--- src/rtl/register_file.sv ---
// Purpose : 32-entry RV32I general-purpose register file, x0 hardwired to zero.
// Latency : reads are combinational (0 cycles); a write is visible after the rising clk edge.
// Backpressure: none; every write presented with write_enable high is accepted on the edge.
//
// Ports:
//   clk, rst_n            core clock, asynchronous active-low reset (clears all registers)
//   rs1_addr, rs2_addr    read port indices
//   read_data1/2          combinational contents of the addressed registers
//   rd_addr, write_data,
//   write_enable          synchronous write port fed by the writeback mux
module register_file #(
  parameter int DATA_WIDTH = 32,
  parameter int ADDR_WIDTH = 5
) (
  input  logic                  clk,
  input  logic                  rst_n,
  input  logic [ADDR_WIDTH-1:0] rs1_addr,
  input  logic [ADDR_WIDTH-1:0] rs2_addr,
  input  logic [ADDR_WIDTH-1:0] rd_addr,
  input  logic [DATA_WIDTH-1:0] write_data,
  input  logic                  write_enable,
  output logic [DATA_WIDTH-1:0] read_data1,
  output logic [DATA_WIDTH-1:0] read_data2
);

  localparam int NUM_REGS = 2 ** ADDR_WIDTH;

  // Entry 0 exists only so every index is in range; it is reset and never written.
  logic [DATA_WIDTH-1:0] regs [0:NUM_REGS-1];

  // The asynchronous clear wins over any write on a coincident edge.
  always_ff @(posedge clk or negedge rst_n) begin
    if (!rst_n) begin
      for (int i = 0; i < NUM_REGS; i++) begin
        regs[i] <= '0;
      end
    end else if (write_enable && (rd_addr != '0)) begin
      regs[rd_addr] <= write_data;
    end
  end

  // No write bypass: a same-cycle read of rd_addr returns the old value until the edge.
  assign read_data1 = (rs1_addr == '0) ? '0 : regs[rs1_addr];
  assign read_data2 = (rs2_addr == '0) ? '0 : regs[rs2_addr];

endmodule

--- config.mk ---
export PLATFORM = sky130hd
export DESIGN_NAME = register_file
export DESIGN_NICKNAME = d
export VERILOG_FILES = /design/src/rtl/register_file.sv
export SDC_FILE = /design/constraint.sdc
export NUM_CORES = 2
export LEC_CHECK = 0
export CAP_MARGIN = 20
export CORE_MARGIN = 5
export CORE_UTILIZATION = 30
export CTS_BUF_LIST = sky130_fd_sc_hd__clkbuf_16
export DETAILED_ROUTE_END_ITERATION = 8
export RECOVER_POWER = 25
export SLEW_MARGIN = 20
export SYNTH_ARGS = -nofsm -noshare
export SYNTH_HDL_FRONTEND = slang
export SYNTH_SLANG_ARGS = --single-unit
--- constraint.sdc ---
create_clock -name clk -period 2.8 [get_ports clk]
set_input_delay 0.56 -clock clk [delete_from_list [all_inputs] [get_ports clk]]
set_output_delay 0.56 -clock clk [all_outputs]
set_load 0.005 [all_outputs]
==> flow_summary.toml <==
[clock_tree]
numCtsBuffers = 104
clk_latency_ns = 0.71
ctsHtreeMaxLevel = 3
tritoncts = "done"
clk_pin_slew_ns = 0.06
clock_sinks = 1024
clockRootBuffer = "clkbuf_16"
cts_buffer_depth = 3

[route]
drc = 0
ant_nets = 0
vias = 37500
drt-wirelength-per-cell_um = 30.1
drt-pass1-iter-count = 7
drt_iter0_drc = 3310
vias_per_cell = 5.68
routed_wl_mm = 199

[yosys]
ys_warn_count = 0
synth_area_um2 = 54400
ys_ff_latch = 1024
seq_area_frac_synth_pct = 47.1
yosys-top-cells-area = "dfrtp_1 47%, mux2_2 22%, mux4_2 19%"
synth.top_cell.area_share_pct = 47.1
syn_avg_cell_area_um2 = 15.0
synth_nets = 3671
syn_inst = 3621
synth_largest_area_cell = "dfrtp_1"
synth_cell_type_count = 35

[grt]
grt_pass1_vias = 39400
grt_remaining_overflow = 0
track_usage_pct = 20.4
grt_max_degree = 97
antenna_found_initial = 4
grt_pass1_wl_mm = 288

[setup_path]
timing.rr.start = "regs[606]$_DFFE_PN0P_"
crit_arrival_ns = 2.52
max_stage_delay_ns = 0.45
worst_ep_required_time_ns = 2.24
timing.rr.end = "regs[606]$_DFFE_PN0P_"
crit_family = "multiplexers"
worstPathMaxFanout = 2
start_kind = "flip-flop"
crit_buf_inv = 3
crit_type = "reg -> out"
cp-end-kind = "primary output"
r2r_slack_ns = 1.77
path_cells = "buf_6, mux4_2, mux2_4, o21ai_2, a311oi_2, buf_4, buf_6"
r2r_cells = 3
slowest_stage = "mux4_2"
cp.depth = 7
crit_top_cell = "buf_6"

[floorplanning]
start_util_pct = 30.1
fp.dieW_um = 436
fp.dieH_um = 436
die_area_um2 = 190000
rows = 156
coreArea_um2 = 181000
io_pins = 114

[power_and_ir_drop]
powerDensity_nw_per_um2 = 647
power_mw = 45.7
p_leak_nw = 30.2
max-vdd-ir-drop_uv = 495

[timing]
setup_viol = 64
worst_slack_ns = -0.283
finClkSkew_ns = 0
whs_ns = 0.396
rsz0062_at_grt = "true"
worst_pin_slew_ns = 1.37
fmax_mhz = 324
post-route-period-util_pct = 110
hold_viol_final = 0
finalCriticalPeriod_ns = 3.08
drv_slew = 0
tns_ns = -9.36
slew_headroom_pct = 8.99

[cells_and_area]
largest_registers = "regs: 1024 flops"
nFillCells = 16500
largest-register = "regs"
syn_to_final_growth_pct = 29.9
drive_above_1_share_pct = 66.1
largest_reg_flops = 1024
finalNonFillerCells = 6605
nets = 4192
layout_commonest_cell = "dfrtp_1"
most-common-layout-cells = "1,024 x dfrtp_1, 992 x mux2_2, 472 x buf_4, 448 x mux4_2, 137 x buf_12"

[place]
dp_cells = 6252
hpwl_mm = 125
numPortBuffers = 113
place_ws_ns = -1.31
gp_congestion = 0.844

[min_path]
hold_depth = 0
whs_endpoint = "regs[994]$_DFFE_PN0P_"
min_from = "regs[994]$_DFFE_PN0P_"
hold_class = "reg -> reg"

[run_status]
outcome = "complete, but fails checks"
violations = "negative setup slack"

[flow_run]
drv_cap = 0
where the power goes:
part           total (mW)  switching [mW]  internal, mW
clock                14.8            6.40          8.40
sequential           19.7            2.11          17.6
combinational        11.2            4.47          6.72
layer usage:
metal	vias up	GRT usage (%)	part of all wire, %
met5	-	0	0.014
met4	4	10.9	5.9
met3	459	2.90	5.9
met2	1495	34.3	49
met1	20400	25.6	39
li1	15200	-	-
worst max-delay path by stage:
stage / from / end / slack (ns)
floorplan: rs2_addr[1] / read_data2[0] / 0.27
global placement: rs1_addr[0] / read_data1[19] / -1.33
detailed placement: rs1_addr[0] / read_data1[19] / -1.31
CTS: regs[543]$_DFFE_PN0P_ / read_data1[31] / -0.34
global route: regs[919]$_DFFE_PN0P_ / read_data2[23] / -0.33
finish: regs[919]$_DFFE_PN0P_ / read_data2[23] / -0.28
cells by family (layout without fill, tap and decap cells):
kind of cell / after synthesis / count (layout) / share of synthesized area [%]
and+or+nand+nor: 165 / 167 / 1.61
other: 0 / 2 / 0
DFF: 1024 / 1024 / 47.1
muxes: 1632 / 1632 / 42.8
AOI/OAI and AO/OA: 366 / 366 / 4.84
buffers and inverters: 434 / 1044 / 3.63
synth_stat cells:
cell / n
and2_1: 1
nor4_2: 1
and3_1: 1
buf_2: 170
nand4_1: 1
and2_0: 1
buf_4: 34
o21ai_0: 101
mux2i_1: 128
a221oi_1: 46
or4_1: 2
clkbuf_2: 1
nand4b_1: 3
or3_1: 3
nor2b_1: 71
inv_1: 2
a211oi_1: 64
or2_2: 2
mux2_2: 1046
o2111ai_1: 18
nor3_1: 3
nand2b_1: 5
nand3_1: 1
mux4_2: 448
nor2_1: 19
mux2_1: 10
nor3b_1: 2
clkbuf_4: 1
dfrtp_1: 1024
nand2_1: 49
a22oi_1: 64
clkbuf_1: 223
a311oi_1: 64
o21ai_1: 9
buf_1: 3
cell type report:
type / instances / area, um2 / share of cell area, %
Clock inverter: 92 / 892 / 1.26
Inverter: 2 / 12.5 / 0.0177
Clock buffer: 105 / 2630 / 3.72
Timing Repair Buffer: 845 / 9020 / 12.8
Multi-Input combinational cell: 2165 / 29500 / 41.8
Sequential cell: 1024 / 25600 / 36.3
Tap cell: 2370 / 2970 / 4.20
Antenna cell: 2 / 5.00 / 0.00708
per-stage QoR:
stage	cell area, um2	util [%]
2_1_floorplan	54400	-
3_3_place_gp	62700	34.7
3_5_place_dp	62700	34.7
4_1_cts	69900	38.7
5_1_grt	70600	39.1
6_report	70600	39.1
what timing repair did:
action / CTS / global route
setup buffers: 131 / 54
gates cloned: 17 / 3
hold buffers: 1 / 0
hold endpoints to repair: 20 / 0
gates resized for setup: 830 / 171
endpoints found under the setup margin: 64 / 64
pin swaps: 145 / 88
No activity file was read; power rests on OpenSTA's default activity.
